`config.mk`:
```
export PLATFORM = sky130hd
export DESIGN_NAME = matrix_result_collector
export DESIGN_NICKNAME = d
export VERILOG_FILES = /design/src/rtl/matrix_result_collector.sv
export SDC_FILE = /design/constraint.sdc
export NUM_CORES = 1
export LEC_CHECK = 0
export BUFFER_PORTS_ARGS = -buffer_cell sky130_fd_sc_hd__buf_2
export CAP_MARGIN = 20
export CORE_MARGIN = 2
export CORE_UTILIZATION = 56
export CTS_CLUSTER_DIAMETER = 40
export DETAILED_ROUTE_END_ITERATION = 8
export PLACE_DENSITY = 0.77
export REMOVE_ABC_BUFFERS = 1
export SYNTH_ARGS = -nofsm -noshare
export SYNTH_HDL_FRONTEND = slang
export SYNTH_SLANG_ARGS = --single-unit
```
`constraint.sdc`:
```
create_clock -name clk -period 3.39 [get_ports clk]
set_input_delay 0.339 -clock clk [delete_from_list [all_inputs] [get_ports clk]]
set_output_delay 0.339 -clock clk [all_outputs]
set_load 0.02 [all_outputs]
```
`src/rtl/matrix_result_collector.sv`:
```
// Result-side responder for the sequential matrix multiplier: acknowledges streamed
// results into an MxM buffer, checks completeness on done, then drains row-major.
module matrix_result_collector #(
  parameter int M         = 4,
  parameter int WIDTH     = 32,
  parameter int ACK_DELAY = 0
) (
  input  logic             clk,
  input  logic             rst,
  input  logic             clear,
  input  logic [WIDTH-1:0] z_out,
  input  logic [4:0]       z_i,
  input  logic [4:0]       z_j,
  input  logic             z_stb,
  output logic             z_ack,
  input  logic             mult_done,
  input  logic [4:0]       rd_i,
  input  logic [4:0]       rd_j,
  output logic [WIDTH-1:0] rd_data,
  output logic [WIDTH-1:0] out_data,
  output logic [4:0]       out_i,
  output logic [4:0]       out_j,
  output logic             out_stb,
  input  logic             out_ack,
  output logic             drain_done,
  output logic             err
);

  localparam int                CELLS    = M * M;
  localparam int                ADDR_W   = $clog2(CELLS);
  localparam int                CUBE     = M * M * M;
  localparam int                CNT_W    = $clog2(CUBE + 1);
  localparam logic [4:0]        M_IDX    = 5'(M);
  localparam logic [4:0]        M_LAST   = 5'(M - 1);
  localparam logic [ADDR_W-1:0] M_ADDR   = ADDR_W'(M);
  localparam logic [CNT_W-1:0]  CNT_FULL = CNT_W'(CUBE);
  localparam logic [3:0]        DLY_LAST = (ACK_DELAY > 0) ? 4'(ACK_DELAY - 1) : 4'd0;

  typedef enum logic [2:0] {
    S_IDLE,
    S_DELAY,
    S_ACK,
    S_RELEASE,
    S_DRAIN
  } state_t;

  state_t r_state;
  state_t w_state_next;

  logic [WIDTH-1:0]  r_buf [CELLS];
  logic [CELLS-1:0]  r_valid;
  logic [CNT_W-1:0]  r_wr_cnt;
  logic [3:0]        r_dly_cnt;
  logic              r_done_pend;
  logic              r_mult_done_d;
  logic              r_err;
  logic              r_drain_done;
  logic [4:0]        r_out_i;
  logic [4:0]        r_out_j;
  logic [ADDR_W-1:0] r_out_addr;
  logic [WIDTH-1:0]  r_out_data;
  logic [WIDTH-1:0]  r_rd_data;

  logic              w_z_in_range;
  logic              w_rd_in_range;
  logic [ADDR_W-1:0] w_z_addr;
  logic [ADDR_W-1:0] w_rd_addr;
  logic [ADDR_W-1:0] w_out_addr_next;
  logic              w_out_last;
  logic              w_done_rise;
  logic              w_wr_en;
  logic              w_drain_start;
  logic              w_drain_step;
  logic              w_drain_last;

  // Indices are only meaningful when in range; truncation outside range is harmless
  // because every use is qualified by the range check.
  assign w_z_in_range    = (z_i < M_IDX) && (z_j < M_IDX);
  assign w_rd_in_range   = (rd_i < M_IDX) && (rd_j < M_IDX);
  assign w_z_addr        = ADDR_W'(z_i) * M_ADDR + ADDR_W'(z_j);
  assign w_rd_addr       = ADDR_W'(rd_i) * M_ADDR + ADDR_W'(rd_j);
  assign w_out_addr_next = r_out_addr + ADDR_W'(1);
  assign w_out_last      = (r_out_i == M_LAST) && (r_out_j == M_LAST);
  assign w_done_rise     = mult_done && !r_mult_done_d;
  assign w_wr_en         = (r_state == S_ACK) && w_z_in_range && !clear;

  always_ff @(posedge clk or posedge rst) begin
    if (rst) begin
      r_state <= S_IDLE;
    end else begin
      r_state <= w_state_next;
    end
  end

  always_comb begin
    w_state_next  = r_state;
    z_ack         = 1'b0;
    out_stb       = 1'b0;
    w_drain_start = 1'b0;
    w_drain_step  = 1'b0;
    w_drain_last  = 1'b0;
    case (r_state)
      S_IDLE: begin
        if (z_stb) begin
          w_state_next = (ACK_DELAY > 0) ? S_DELAY : S_ACK;
        end else if (r_done_pend) begin
          w_state_next  = S_DRAIN;
          w_drain_start = 1'b1;
        end
      end
      S_DELAY: begin
        if (!z_stb) begin
          w_state_next = S_IDLE;
        end else if (r_dly_cnt == DLY_LAST) begin
          w_state_next = S_ACK;
        end
      end
      S_ACK: begin
        z_ack        = 1'b1;
        w_state_next = S_RELEASE;
      end
      S_RELEASE: begin
        // Hold off until the multiplier drops its strobe to avoid a second ack.
        if (!z_stb) begin
          w_state_next = S_IDLE;
        end
      end
      S_DRAIN: begin
        out_stb = 1'b1;
        if (out_ack) begin
          if (w_out_last) begin
            w_state_next = S_IDLE;
            w_drain_last = 1'b1;
          end else begin
            w_drain_step = 1'b1;
          end
        end
      end
      default: w_state_next = S_IDLE;
    endcase
    if (clear) begin
      w_state_next = S_IDLE;
    end
  end

  always_ff @(posedge clk or posedge rst) begin
    if (rst) begin
      r_dly_cnt <= 4'd0;
    end else if (r_state == S_DELAY) begin
      r_dly_cnt <= r_dly_cnt + 4'd1;
    end else begin
      r_dly_cnt <= 4'd0;
    end
  end

  always_ff @(posedge clk or posedge rst) begin
    if (rst) begin
      r_valid       <= '0;
      r_wr_cnt      <= '0;
      r_done_pend   <= 1'b0;
      r_mult_done_d <= 1'b0;
      r_err         <= 1'b0;
      r_drain_done  <= 1'b0;
      r_out_i       <= 5'd0;
      r_out_j       <= 5'd0;
      r_out_addr    <= '0;
    end else begin
      r_mult_done_d <= mult_done;
      if (clear) begin
        r_valid      <= '0;
        r_wr_cnt     <= '0;
        r_done_pend  <= 1'b0;
        r_err        <= 1'b0;
        r_drain_done <= 1'b0;
      end else begin
        r_drain_done <= w_drain_last;
        if (r_state == S_ACK) begin
          if (w_z_in_range) begin
            r_valid[w_z_addr] <= 1'b1;
            if (r_wr_cnt != '1) begin
              r_wr_cnt <= r_wr_cnt + CNT_W'(1);
            end
          end else begin
            r_err <= 1'b1;
          end
        end
        if (w_drain_start) begin
          r_out_i    <= 5'd0;
          r_out_j    <= 5'd0;
          r_out_addr <= '0;
        end
        if (w_drain_step) begin
          r_out_addr <= w_out_addr_next;
          if (r_out_j == M_LAST) begin
            r_out_j <= 5'd0;
            r_out_i <= r_out_i + 5'd1;
          end else begin
            r_out_j <= r_out_j + 5'd1;
          end
        end
        if (w_drain_last) begin
          r_done_pend <= 1'b0;
        end
        // A new done edge wins over a drain finishing in the same cycle.
        if (w_done_rise) begin
          r_done_pend <= 1'b1;
          if ((r_wr_cnt != CNT_FULL) || !(&r_valid)) begin
            r_err <= 1'b1;
          end
        end
      end
    end
  end

  always_ff @(posedge clk) begin
    if (w_wr_en) begin
      r_buf[w_z_addr] <= z_out;
    end
  end

  always_ff @(posedge clk or posedge rst) begin
    if (rst) begin
      r_rd_data  <= '0;
      r_out_data <= '0;
    end else begin
      r_rd_data <= w_rd_in_range ? r_buf[w_rd_addr] : '0;
      if (w_drain_start) begin
        r_out_data <= r_buf[0];
      end else if (w_drain_step) begin
        r_out_data <= r_buf[w_out_addr_next];
      end
    end
  end

  assign rd_data    = r_rd_data;
  assign out_data   = r_out_data;
  assign out_i      = r_out_i;
  assign out_j      = r_out_j;
  assign drain_done = r_drain_done;
  assign err        = r_err;

endmodule

```
======== Word-level counts from Yosys, hierarchy flattened ========
Memories as Yosys holds them, arrays and structs flattened.
Cells that the tools add are included.
storage, ports and cells
  register bits ........................... 112
  bits in writable memories ............... 512
  input bits .............................. 58
  memories ................................ 1
operators by class
  add/subtract/negate cells ............... 7
  $lt $le $gt $ge ......................... 6
  equal/unequal tests ..................... 13
  mux-type cells .......................... 52
  bitwise logic cells ..................... 2
  reduce and logical (&&, ||, !) cells .... 23
memories
  name   depth  width  rd ports  clocked after Yosys merged registers in  write ports  line  text
  r_buf  16     32     3         0                                        1            50    logic [WIDTH-1:0] r_buf [CELLS];
operators by type and width
  operator                                                     count
  2-to-1 mux 32 bit                                            3
  2-to-1 mux 16 bit                                            3
  2-to-1 mux 5 bit                                             6
  2-to-1 mux 7 bit                                             4
  2-to-1 mux 3 bit                                             8
  2-to-1 mux 1 bit                                             23
  less-than comparator 5 x 3 -> 1 bit (second input constant)  4
  bitwise OR 16 bit                                            1
  AND reduction 16 bit                                         1
  one-hot mux 3 bit (5 select lines)                           1
  inequality test 7 bit (second input constant)                2
  2-to-1 mux 4 bit                                             3
  adder 5 x 1 -> 5 bit (second input constant)                 2
  == test 5 x 2 -> 1 bit (second input constant)               2
  inequality test 3 bit (second input constant)                3
  adder 4 x 1 -> 4 bit (second input constant)                 2
  adder 4 bit                                                  2
  inequality test 4 bit (second input constant)                2
  nonzero test 2 bit                                           4
  adder 7 x 1 -> 7 bit (second input constant)                 1
  logical AND 1 bit                                            7
  == test 3 x 2 -> 1 bit (second input constant)               2
  less-than comparator 4 x 5 -> 1 bit (second input constant)  1
  AND reduction 5 bit                                          1
  12 further kinds                                             15

======== Longest topological paths before layout ========
  word-level depth ........................ 9
  mapped depth ............................ 8
  mapped depth without buffers ............ 6

======== Least setup slack after synthesis ========
No wires, ideal clock.
  kind .................................... register to register
  start ................................... register r_state[0]
  end ..................................... memory r_buf[0][0], enable pin
  library setup time ...................... 421 ps
  data arrival time ....................... 3258 ps
  slack ................................... -289 ps
  cell stages (with the launch flop) ...... 9
  buffers on the path ..................... 3
  clock period less this slack ............ 3679 ps
  cells stage by stage .................... dfrtp_1 -> buf_2 -> nor3b_2 -> and3_1 -> buf_4 -> and2_4 -> or3b_1 -> buf_6 -> nor2_1
on the way
  longest elaborated chain between the ends .. 5
ends and longest elaborated chain
  element                                 line  text
  from (decl)                             47    state_t r_state;
  from (signal assigned)                  91    r_state <= w_state_next;
  == test 3 x 2 -> 1 bit                  85    assign w_wr_en = (r_state == S_ACK) && w_z_in_range && !clear;
  logical AND 1 bit (2 in series)         85
  2-to-1 mux 1 bit                        216   if (w_wr_en) begin
  2-to-1 mux 1 bit (implied by the code)  217   r_buf[w_z_addr] <= z_out;
  to (decl)                               50
Every way passes these cells.

======== Worst setup path in the final report ========
  start ................................... register r_state[0]
  end ..................................... memory r_buf[4][23], enable pin
Same word-level chain as after synthesis.

==> impl_metrics.toml <==
[status]
run_status = "completed"

[critical_path]
worst_setup_path_startpoint = "r_state[0]$_DFFE_PP0P_"
startpoint_type_of_the_worst_setup_path = "register"
worstSetupPathType = "reg -> reg"
rr_endpoint = "r_buf[4][23]$_DFFE_PP_"
required_ns = 3.65
endpoint_kind = "register"
critical_path.reg2reg.startpoint = "r_state[0]$_DFFE_PP0P_"
critical_path.endpoint = "r_buf[4][23]$_DFFE_PP_"
cell_depth_of_the_worst_flop_to_flop_path = 6
worstPathArrival_ns = 3.11
critPathMaxFanout = 19
register_to_register_setup_slack_ns = 0.54

[min_path]
hold_path_class = "in -> reg"

[routing]
number_of_antenna_violating_nets_in_the_routed_design = 0
drt_first_iter_violations = 2317
wl_per_cell_um = 30.9
vias = 16801
drt_first_pass_iters = 6
post_drt_via_cell_ratio = 7.07
wl_mm = 73.4
drc_errors = 0

[timing]
finalSetupViolations = 0
hold_ws_ns = 0.0259
finalWorstPathRequiredPeriod_ns = 2.85
maxSlewViolCount = 0
max_freq_mhz = 351
grt_setup_unrepaired = "false"
timing.max_slew.rel_slack = 0.342
worst_max_slew_pin_slew_ns = 0.986
period_share = 0.841
timing_hold_violations_final = 0
setup_total_negative_slack_ns = 0
skew_ns = 0.0247

[pwr]
cellLeakagePower_nw = 10.9
power.density_mw_per_mm2 = 619
ir_drop_mv = 0.487

[run]
number_of_maximum_capacitance_constraint_violations = 0

[global_route]
overflow_after_grt = 0
gr-usage-all-layers = 0.294
top_usage_layer = "met2"
grt_util_met2 = 0.458
antenna_violations_before_repair = 3
grt_util_met1 = 0.402
first_global_vias = 17186
grt_pass1_wl_mm = 109
pin_count_of_the_biggest_net_entering_global_routing = 108
grt_util_met3 = 0.0794

[die]
floorplan.initialDensity = 0.567
core_mm2 = 0.0488
area_of_the_die_mm2 = 0.0512
dieWidth_um = 226
ioPinCount = 136
die_h_um = 226
placement_rows = 81

[placed_design]
io_buffer_count = 135
place.detailed.instances = 2223
routabilityCongestion = 0.821
dp_hpwl_mm = 41.3

[logic_synthesis]
flip_flop_and_latch_count_after_synthesis = 624
ys_warn_count = 0
ys_seq_area_frac = 0.656
syn_area_per_cell_um2 = 18.9
synthesis.area_mm2 = 0.0277
ys_async_sr_fraction = 0.179
postSynthCellCount = 1469
yosys.cell_types.count = 58
synth_edf_count = 512
synth_top_flop_cell = "edfxtp_1"

[cts]
cts.repair.resized = 0
cts.sink_count = 624
worstSkewPairLatency_ns = 0.63
ctsHoldBuffers = 2
clk_slew_on_worst_s_h_paths_ns = 0.05
maximum_clock_path_buffer_count = 3
post_cts.repair.setup_buffers = 0
cts-root-buf = "clkbuf_16"
tritoncts = "yes"
cts-htree-levels = 3
cts-buffers-inserted = 82

[layout]
final_core_utilization = 0.663
nets = 1712
final_cells = 2378
area.growth.synth_to_final_pct = 16.9
proportion_of_layout_cells_with_a_drive_suffix_above_1 = 0.369
## synth_stat cells (all sizes together) (16+ instances only)
cell type	count	share of area
a211oi	66	0.018
a21oi	70	0.013
a222oi	31	0.011
buf	50	0.010
clkbuf	61	0.0083
dfrtp	112	0.10
edfxtp	512	0.56
mux2i	32	0.012
mux4	256	0.21
nand2	20	0.0027
nor2	43	0.0058
nor2b	33	0.0075
o21ai	18	0.0035
o22ai	33	0.0075
o2bb2ai	16	0.0060
## sequential cells by signal (all words and copies together), names as in the netlist, 4 cells and up
name / cells
r_out_addr: 4
r_buf: 512
rd_data: 32
r_valid: 16
out_data: 32
out_j: 5
r_dly_cnt: 4
out_i: 5
r_wr_cnt: 7
## metrics by stage
step	total power, mW	worst slack, ns	area, µm²
final	20.0	0.540	32400
after global routing	20.6	0.381	32400
after CTS	20.1	0.555	32400
after detailed placement	11.6	0.460	29600
after global placement	11.5	0.488	29600
after floorplan	10.8	-5.80	27200
## worst min path at each step
stage,startpoint,endpoint,slack [ns],depth (start not counted)
floorplan,mult_done,r_mult_done_d$_DFF_PP0_,0.37,0
global placement,r_valid[5]$_DFFE_PP0P_,r_valid[5]$_DFFE_PP0P_,0.46,1
detailed placement,r_valid[5]$_DFFE_PP0P_,r_valid[5]$_DFFE_PP0P_,0.47,1
CTS,out_ack,r_state[2]$_DFFE_PP0P_,0.001,4
global route,out_ack,r_state[2]$_DFFE_PP0P_,0.04,4
finish,out_ack,r_state[2]$_DFFE_PP0P_,0.03,4
## per-layer routing
metal / part of all wire / vias up
met3: 0.12 / 178
met2: 0.48 / 1289
met5: 0.00019 / -
met1: 0.37 / 8688
met4: 0.033 / 2
li1: - / 6644
## report_power, final
part	leakage (nW)	internal, mW	switching (mW)
Clock	1.31	5.09	3.48
Sequential	6.06	8.46	0.155
Combinational	3.54	1.26	1.59
Total	10.9	14.8	5.22
## logic make-up after synthesis
family          share of synthesized area
xor+xnor                          0.00411
mux                                 0.220
flops                               0.656
fa+ha+maj                         0.00407
buf+inv                            0.0197
compound gates                     0.0646
simple gates                       0.0314
## critical path, cell delays in order (launching register included)
cell and delay, ns:
dfrtp_1 0.46, nor3b_2 0.24, and3_1 0.36, and2_4 0.22
or3b_1 0.62, nor2_4 0.18, buf_4 0.39
## cell usage in the layout (no fill, tap or decap), types with 4 or more instances in the layout
master      count
nand2_1        18
dfrtp_1       111
and3_1          4
buf_12         17
clkbuf_16      85
clkinv_1        7
nand3b_1        4
a222oi_1       31
inv_1          10
clkinv_4        6
buf_2         133
o21ai_0        15
clkinvlp_4      9
inv_8           4
inv_6          20
o2bb2ai_1      12
o22ai_1        33
and2_1          4
mux2i_1        32
buf_4          50
edfxtp_1      512
nor2b_1        33
clkinv_2        6
mux4_2        256
nor3_1          5
o2bb2ai_2       4
ha_1            7
nand3_1        13
nor2_1         27
bufinv_16       5
nand2b_1        7
xor2_1          9
a21oi_1        70
a211oi_1       66
nor2_4         16
clkbuf_1        8
nand4_1         7
## cell type report
cell class	count	area [µm²]
timing repair buffer	203	1420
inverter	11	46.3
tap	664	831
sequential	624	18200
clock inverter	57	554
fill	3167	16500
multi-input combinational	723	9170
clock buffer	94	2170
antenna	2	5.00
Note: power is estimated with default switching activity, not from simulation.
